## src/rtl/mc_pkg.sv

```systemverilog
// mc_pkg: state encoding, datapath mux encodings and state-to-control decode
// shared by the main FSM, the datapath and the bench.
package mc_pkg;
    typedef enum logic [3:0] {
        FETCH = 4'd0, DECODE, MEMADR, MEMRD, MEMWB, MEMWR,
        EXECR, EXECI, ALUWB, BRANCH, FAULT
    } mc_state_t;

    localparam logic [1:0] SRCA_RN       = 2'b00;
    localparam logic [1:0] SRCA_PC       = 2'b01;
    localparam logic [1:0] SRCA_ALUOUT   = 2'b10;
    localparam logic [1:0] SRCB_RM       = 2'b00;
    localparam logic [1:0] SRCB_EXTIMM   = 2'b01;
    localparam logic [1:0] SRCB_FOUR     = 2'b10;
    localparam logic [1:0] RES_ALUOUT    = 2'b00;
    localparam logic [1:0] RES_DATA      = 2'b01;
    localparam logic [1:0] RES_ALURESULT = 2'b10;

    typedef struct packed {
        logic       mem_req;
        logic       fetch;
        logic       reg_w;
        logic       mem_w;
        logic       branch;
        logic       alu_op;
        logic       adr_src;
        logic [1:0] src_a;
        logic [1:0] src_b;
        logic [1:0] res_src;
        logic       fault;
    } mc_ctrl_t;

    function automatic mc_ctrl_t ctrl_decode(mc_state_t s);
        mc_ctrl_t c;
        c = '0;
        case (s)
            FETCH:  begin c.mem_req = 1'b1; c.fetch = 1'b1; c.src_a = SRCA_PC; c.src_b = SRCB_FOUR; c.res_src = RES_ALURESULT; end
            DECODE: begin c.src_a = SRCA_PC; c.src_b = SRCB_FOUR; c.res_src = RES_ALURESULT; end
            MEMADR: c.src_b = SRCB_EXTIMM;
            MEMRD:  begin c.mem_req = 1'b1; c.adr_src = 1'b1; end
            MEMWR:  begin c.mem_req = 1'b1; c.adr_src = 1'b1; c.mem_w = 1'b1; end
            MEMWB:  begin c.res_src = RES_DATA; c.reg_w = 1'b1; end
            EXECR:  c.alu_op = 1'b1;
            EXECI:  begin c.src_b = SRCB_EXTIMM; c.alu_op = 1'b1; end
            ALUWB:  c.reg_w = 1'b1;
            BRANCH: begin c.src_a = SRCA_ALUOUT; c.src_b = SRCB_EXTIMM; c.res_src = RES_ALURESULT; c.branch = 1'b1; end
            FAULT:  c.fault = 1'b1;
            default: ;
        endcase
        return c;
    endfunction
endpackage

```

## src/rtl/mem_wait_timer.sv

```systemverilog
// mem_wait_timer: counts stalled memory cycles and flags expiry at TIMEOUT
// (TIMEOUT == 0 never expires).
module mem_wait_timer #(
    parameter int TIMEOUT = 15,
    parameter int TMR_W   = 4
) (
    input  logic clk,
    input  logic reset,
    input  logic i_clr,
    input  logic i_inc,
    output logic o_expire
);
    logic [TMR_W-1:0] r_cnt;

    always_ff @(posedge clk) begin
        if (!reset || i_clr)
            r_cnt <= '0;
        else if (i_inc)
            r_cnt <= r_cnt + 1'b1;
    end

    assign o_expire = (TIMEOUT > 0) && (r_cnt == TMR_W'(TIMEOUT));
endmodule

```

## src/rtl/mc_main_fsm.sv

```systemverilog
// mc_main_fsm: multicycle ARM-subset main controller with variable-latency
// memory handshake, timeout-to-FAULT and a retired-instruction counter.
module mc_main_fsm
    import mc_pkg::*;
#(
    parameter int TIMEOUT = 15,
    parameter int TMR_W   = 4,
    parameter int CNT_W   = 32
) (
    input  logic             clk,
    input  logic             reset,
    input  logic [1:0]       Op,
    input  logic [5:0]       Funct,
    input  logic             mem_ready,
    output logic             mem_req,
    output logic             IRWrite,
    output logic             NextPC,
    output logic             RegW,
    output logic             MemW,
    output logic             Branch,
    output logic             ALUOp,
    output logic             AdrSrc,
    output logic [1:0]       ALUSrcA,
    output logic [1:0]       ALUSrcB,
    output logic [1:0]       ResultSrc,
    output logic             fault,
    output logic [CNT_W-1:0] instr_cnt
);
    mc_state_t        r_state, w_next;
    mc_ctrl_t         r_ctrl;
    logic [CNT_W-1:0] r_cnt;
    logic             w_expire, w_retire, w_unused;

    assign w_unused = ^Funct[4:1];

    always_comb begin
        w_next = r_state;
        case (r_state)
            FETCH:  w_next = mem_ready ? DECODE : (w_expire ? FAULT : FETCH);
            DECODE: w_next = (Op == 2'b00) ? (Funct[5] ? EXECI : EXECR) :
                             (Op == 2'b01) ? MEMADR : (Op == 2'b10) ? BRANCH : FAULT;
            MEMADR: w_next = Funct[0] ? MEMRD : MEMWR;
            MEMRD:  w_next = mem_ready ? MEMWB : (w_expire ? FAULT : MEMRD);
            MEMWR:  w_next = mem_ready ? FETCH : (w_expire ? FAULT : MEMWR);
            EXECR, EXECI:         w_next = ALUWB;
            MEMWB, ALUWB, BRANCH: w_next = FETCH;
            default: w_next = FAULT;
        endcase
    end

    assign w_retire = (r_state == MEMWB) || (r_state == ALUWB) || (r_state == BRANCH) ||
                      ((r_state == MEMWR) && mem_ready);

    // A state change marks entry to a new access (or its completion), so it restarts the wait count.
    mem_wait_timer #(.TIMEOUT(TIMEOUT), .TMR_W(TMR_W)) u_timer (
        .clk      (clk),
        .reset    (reset),
        .i_clr    (w_next != r_state),
        .i_inc    (r_ctrl.mem_req && !mem_ready),
        .o_expire (w_expire)
    );

    always_ff @(posedge clk) begin
        if (!reset) begin
            r_state <= FETCH;
            r_ctrl  <= ctrl_decode(FETCH);
            r_cnt   <= '0;
        end else begin
            r_state <= w_next;
            r_ctrl  <= ctrl_decode(w_next);
            r_cnt   <= r_cnt + CNT_W'(w_retire);
        end
    end

    assign mem_req   = r_ctrl.mem_req;
    assign IRWrite   = r_ctrl.fetch && mem_ready;
    assign NextPC    = r_ctrl.fetch && mem_ready;
    assign RegW      = r_ctrl.reg_w;
    assign MemW      = r_ctrl.mem_w;
    assign Branch    = r_ctrl.branch;
    assign ALUOp     = r_ctrl.alu_op;
    assign AdrSrc    = r_ctrl.adr_src;
    assign ALUSrcA   = r_ctrl.src_a;
    assign ALUSrcB   = r_ctrl.src_b;
    assign ResultSrc = r_ctrl.res_src;
    assign fault     = r_ctrl.fault;
    assign instr_cnt = r_cnt;
endmodule

```

## config.mk

```make
export PLATFORM = sky130hd
export DESIGN_NAME = mc_main_fsm
export DESIGN_NICKNAME = d
export VERILOG_FILES = /design/src/rtl/mc_pkg.sv /design/src/rtl/mem_wait_timer.sv /design/src/rtl/mc_main_fsm.sv
export SDC_FILE = /design/constraint.sdc
export NUM_CORES = 1
export LEC_CHECK = 0
export ABC_AREA = 1
export BUFFER_PORTS_ARGS = -buffer_cell sky130_fd_sc_hd__buf_2
export CORE_AREA = 5 5 85 87
export DETAILED_ROUTE_END_ITERATION = 7
export DIE_AREA = 0 0 90 92
export GPL_ROUTABILITY_DRIVEN = 1
export PLACE_DENSITY = 0.68
export SETUP_SLACK_MARGIN = 0.2
export SLEW_MARGIN = 20
export SYNTH_ARGS = -nofsm -noshare
export SYNTH_HDL_FRONTEND = slang
export SYNTH_SLANG_ARGS = --single-unit
```

## constraint.sdc

```tcl
create_clock -name clk -period 3.6 [get_ports clk]
set_input_delay 0.72 -clock clk [delete_from_list [all_inputs] [get_ports clk]]
set_output_delay 0.72 -clock clk [all_outputs]
set_load 0.01 [all_outputs]
```

After elaboration in Yosys (flattened, before gate mapping)
Index checks and enable logic that the tools add are counted.

word-level totals
  latch bits = 0
  input port bits = 11
  bits in read-only memories = 0
  register bits after elaboration = 54
  memory bits (writable) = 0
  word-level logic and storage cells = 83
  output and inout port bits = 47
  memories = 0

cells by class
  $add $sub $neg = 2
  order comparisons = 0
  bitwise gates (word level) = 0
  equal/unequal tests = 23
  shifts and indexed selects = 0
  multiply operators = 0
  multiplexer cells = 23
  reduce and logical (&&, ||, !) cells = 21
  divide/modulo/power cells = 0

operator list
  kind                                                                    count
  32-bit by 1-bit adder with 32-bit output                                1
  4-bit by 3-bit equality test with 1-bit output (second input constant)  8
  4-bit 2-to-1 mux                                                        8
  4-bit case mux with 7 select lines                                      1
  4-bit equality test (second input constant)                             6
  4-bit by 2-bit equality test with 1-bit output (second input constant)  4
  2-bit case mux with 2 select lines                                      3
  3-bit OR reduction                                                      4
  2-bit OR reduction                                                      5
  1-bit 2-to-1 mux                                                        9
  4-bit by 1-bit equality test with 1-bit output (second input constant)  2
  4-bit zero test                                                         2
  4-bit by 1-bit adder with 4-bit output (second input constant)          1
  1-bit logical OR                                                        4
  4-bit != test                                                           1
  1-bit logical AND                                                       3
  3-bit 2-to-1 mux                                                        1
  2-bit by 1-bit equality test with 1-bit output (second input constant)  1
  2-bit equality test (second input constant)                             1
  1-bit zero test                                                         2
  2-bit zero test                                                         1
  2-bit 2-to-1 mux                                                        1

Longest topological paths before layout
  word-level depth = 8
  depth in mapped cells = 15
  gate-level depth less buffers = 15

By module
Synthesis repeated with hierarchy kept, for this count alone.

second synthesis, totals
  cells, all modules = 421
  area total of the unflattened synthesis = 2782.7 um^2

modules (own cells, without submodules)
  module          seq. area each (um^2)  times used  cells each  area each (um^2)
  mc_main_fsm     980.9                  1           395         2600.0
  mem_wait_timer  80.1                   1           26          182.7

Worst setup path before layout
OpenSTA, ideal clock, no wires.

  path type = input -> register
  start point = in mem_ready
  end point = reg r_cnt[26] (netlist: instr_cnt[26])
  data required time = 3.530 ns
  setup time = 0.070 ns
  slack = 1.292 ns
  stages on the path = 13
  data arrival time = 2.238 ns
  buffers on the path = 0
  path through = inv_1 -> o21ai_0 -> ha_1 -> ha_1 -> nand2_1 -> nor2_2 -> nand2_2 -> nor2_2 -> nand2_1 -> inv_2 -> nand2_1 -> or2_0 -> a21oi_1

on the way
  cells in the longest elaborated chain, start to end = 3

RTL lines
  element                                   RTL line           RTL
  start, declared                           mc_main_fsm.sv:14  input logic mem_ready,
  1-bit logical AND                         mc_main_fsm.sv:52  ((r_state == MEMWR) && mem_ready);
  1-bit logical OR                          mc_main_fsm.sv:51  assign w_retire = (r_state == MEMWB) || (r_state == ALUWB) || (r_state == BRANCH) ||
  32-bit by 1-bit adder with 32-bit output  mc_main_fsm.sv:71  r_cnt <= r_cnt + CNT_W'(w_retire);
  end signal, assigned                      mc_main_fsm.sv:71
  end, declared                             mc_main_fsm.sv:31  logic [CNT_W-1:0] r_cnt;

Every way passes these cells.
A chain may end at the register's enable or synchronous reset.

Final worst setup path
  start point = reg r_state[0]
  end point = reg r_cnt[28] (netlist: instr_cnt[28])

on the way
  cells in the longest elaborated chain, start to end = 5
  elaborated cells on any way between the ends = 9
  those cells by class = add/sub: 1; eq/ne: 4; reduce/logical: 4

RTL lines
  element                                                                                       RTL line           RTL
  start, declared                                                                               mc_main_fsm.sv:29  mc_state_t r_state, w_next;
  start signal, assigned                                                                        mc_main_fsm.sv:69  r_state <= w_next;
  4-bit by 3-bit equality test with 1-bit output / 4-bit equality test (equally long branches)  mc_main_fsm.sv:51
  1-bit logical OR (2 in series)                                                                mc_main_fsm.sv:51
  1-bit logical OR (*)                                                                          mc_main_fsm.sv:51
  32-bit by 1-bit adder with 32-bit output (*)                                                  mc_main_fsm.sv:71

Every way passes the cells marked *; elsewhere a longest branch is shown, timed or not.

==> out/metrics.cfg <==
[worst_setup_path]
reg2reg_to=instr_cnt[28]$_SDFF_PN0_
critical_path_arrival_ns=2.97
crit_path_start_kind=register
path_max_fanout=6
criticalPathCategory=reg2reg
r2r_cells=13
setup.worst_path.end_class=register
path_depth=13
required_time_of_the_critical_path_ns=3.82
critical_path.top_delay_family=simple AND/OR/NAND/NOR gates
timing.critical_path.cells=inv_1 -> nor2_2 -> nand2_2 -> o21ai_0 -> ha_1 -> ha_1 -> nand2_1 -> nor2_2 -> nand2_2 -> nor2_1 -> nand4_1 -> o21ai_1 -> nor3b_1
worst_r2r_src=r_state[0]$_SDFF_PN0_
library_cell_contributing_the_largest_single_delay_on_the_critical_path=dfxtp_1
timing.critical_path.buf_inv=1
r2r_setup_slack_ns=0.85
critical_path.max_stage_delay_ns=0.46

[place]
dp_worst_setup_slack_ns=0.631
dp_hpwl_mm=5.32
gp_congestion=0.941
placedCellCount=527
numPortBuffers=53

[power_and_ir_drop]
power-per-cell-area_nw_per_um2=376
fin_total_pwr_w=0.00119
vdd_drop_max_mv=0.214
power.static_leakage_nw=1.43

[drt]
routed_wl_mm=6.77
avgRoutedWirePerCell_um=12.6
detailroute.via_count=2654
first_iter_violations=152
drt_pass1_iterations=4
routed_via_density=4.96
drcViolationCount=0
ant_nets=0

[layout]
finish.net_count=471
insertedDiodeCount=0
stdcell_count=535
area_delta_synth_final_pct=13.8
post_route_cells_drive_above_1_share=0.214

[global_route]
gr-total-overflow=0
grt_max_degree=32
grt.met1_usage=0.214
top_usage_layer=met2
via_count_of_the_first_global_routing_pass=2471
grt.met2_usage=0.281
first_pass_grt_wire_length_mm=11.6
grt_util_all_layers=0.166
antenna_found_initial=0
grt_util_met3=0.0327

[synthesis]
yosys.area.top_type=dfxtp_1
synthesis.area_um2=2790
count_of_flip_flops_with_a_built_in_enable_after_synthesis=0
ys.warnings.count=0
ys_seq_area_frac=0.380
synth_net_count=422
post_synth_inst_count=408
syn_avg_cell_area_um2=6.84
ys_ff_latch=53
leading_post_synthesis_cells_by_cell_area=dfxtp_1 (38%), nand2_1 (13%), nor2_1 (7.5%), inv_1 (6.5%), nand3_1 (4.7%)
yosysUniqueCellTypes=34
dominantRegCellSynth=dfxtp_1
area_share_of_the_leading_cell_type_in_the_synthesized_netlist=0.380
postSynth.asyncResetShare=0
synth.most_common_cell=nand2_1
synth_top_cells_by_count=nand2_1 (93), nor2_1 (56), dfxtp_1 (53), inv_1 (48), nand3_1 (26)

[cts]
numClockSinks=53
cts-root-to-sink-buffers=2
clockRootBuffer=clkbuf_8
cts-hold-fix-buffers=0
clock_tree.htree_level_count=2
cts_tree=built
number_of_gates_resized_after_cts=0
clkTransAtPathRegs_ns=0.10
cts_buffers=5
worst_skew_pair.late_latency_ns=0.31
cts_setup_buffers=0

[floorplanning]
core.rowCount=29
floorplan.die.height_um=92
die_w_um=90
ios=58
core-area_um2=6280
initial_standard_cell_utilization_of_the_core=0.444
die_footprint_um2=8280

[sta]
rsz0062_at_grt=false
timing.final.ws_setup_ns=0.849
slew_violations=0
worst-slew-pin-transition_ns=1.02
fmaxAchievable_mhz=364
hold_viol=0
slew_headroom=0.320
fin_tns_setup_ns=0
finalCriticalPeriod_ns=2.75
final_setup_violation_count=0
final.period_utilization=0.764
timing.clock.skew_ns=0.0142

[worst_hold_path]
min_from=instr_cnt[31]$_SDFF_PN0_
hold_path_endpoint=instr_cnt[31]$_SDFF_PN0_
hp-class=reg2reg
worst_hold_path.num_cells=2

[outcome]
outcome=completed

[job]
cap_viol_max_count=0

[power by group]
group | switching [W] | internal, W
clock | 0.000201 | 0.000137
combinational | 0.000146 | 0.0000739
sequential | 0.0000220 | 0.000614
[worst register-to-register path, cell delays in order (launching register included)]
cell and delay [ns]:
dfxtp_1 0.46, inv_1 0.12, nor2_2 0.12, nand2_2 0.09, o21ai_0 0.22, ha_1 0.30
ha_1 0.20, nand2_1 0.09, nor2_2 0.18, nand2_2 0.13, nor2_1 0.18, nand4_1 0.20
o21ai_1 0.17, nor3b_1 0.21
[per-layer routing]
| layer | up-vias | routed length (µm) |
|---|---|---|
| met5 | - | 0 |
| met2 | 73 | 3190 |
| met3 | 11 | 292 |
| met1 | 1172 | 3150 |
| met4 | 0 | 130 |
| li1 | 1398 | - |
[logic make-up after synthesis]
| family | Yosys count | synth area share |
|---|---|---|
| buffers and inverters | 65 | 0.0973 |
| adder cells (fa/ha/maj) | 3 | 0.0135 |
| multiplexers | 1 | 0.00359 |
| AND/OR/NAND/NOR | 240 | 0.407 |
| flip-flops | 53 | 0.380 |
| XOR/XNOR | 7 | 0.0220 |
| AO/OA/AOI/OAI | 39 | 0.0758 |
[layout by cell type, fill, tap and decap left out, types with 3 or more instances in the layout]
cell	count
nand2_1	93
nor2_1	56
dfxtp_1	53
buf_2	53
inv_1	48
nand3_1	26
a21oi_1	19
nor3_1	13
nor2_2	12
o21ai_0	12
nand4_1	11
nand2_2	6
inv_2	6
xnor2_1	5
nor3b_1	5
clkbuf_8	5
nand3_2	4
nand3b_1	4
ha_1	3
clkinvlp_4	3
[final cells by class]
class,count,area [µm²]
clock inverter,3,22.5
timing repair buffer,53,265
inverter,54,203
clock buffer,5,68.8
fill,624,3100
tap,77,96.3
sequential,53,1060
multi-input combinational,290,1460
[registers in the layout (all words and copies together) (netlist names)]
name,cells
instr_cnt,32
r_state,4
u_timer.r_cnt,4
ALUSrcB,2
ResultSrc,2
ALUOp,1
ALUSrcA,1
AdrSrc,1
Branch,1
MemW,1
RegW,1
fault,1
mem_req,1
r_ctrl,1
[worst max path at each step]
stage                          startpoint  slack, ns                       end
floorplan                       mem_ready       1.29  instr_cnt[26]$_SDFF_PN0_
global placement                mem_ready       0.74  instr_cnt[28]$_SDFF_PN0_
detailed placement              mem_ready       0.63  instr_cnt[28]$_SDFF_PN0_
CTS                 r_state[0]$_SDFF_PN0_       0.81  instr_cnt[28]$_SDFF_PN0_
global route        r_state[2]$_SDFF_PN0_       0.47  instr_cnt[28]$_SDFF_PN0_
finish              r_state[0]$_SDFF_PN0_       0.85  instr_cnt[28]$_SDFF_PN0_
[metrics by stage]
| stage | hold WS [ns] | instance area (µm²) | utilization |
|---|---|---|---|
| finish | 0.490 | 3170 | 0.505 |
| global placement | 0.457 | 3080 | 0.491 |
| detailed placement | 0.473 | 3080 | 0.491 |
| global route | 0.514 | 3170 | 0.505 |
| floorplan | 0.490 | 2790 | - |
| CTS | 0.490 | 3170 | 0.505 |
No activity file was read; power rests on OpenSTA's default activity.
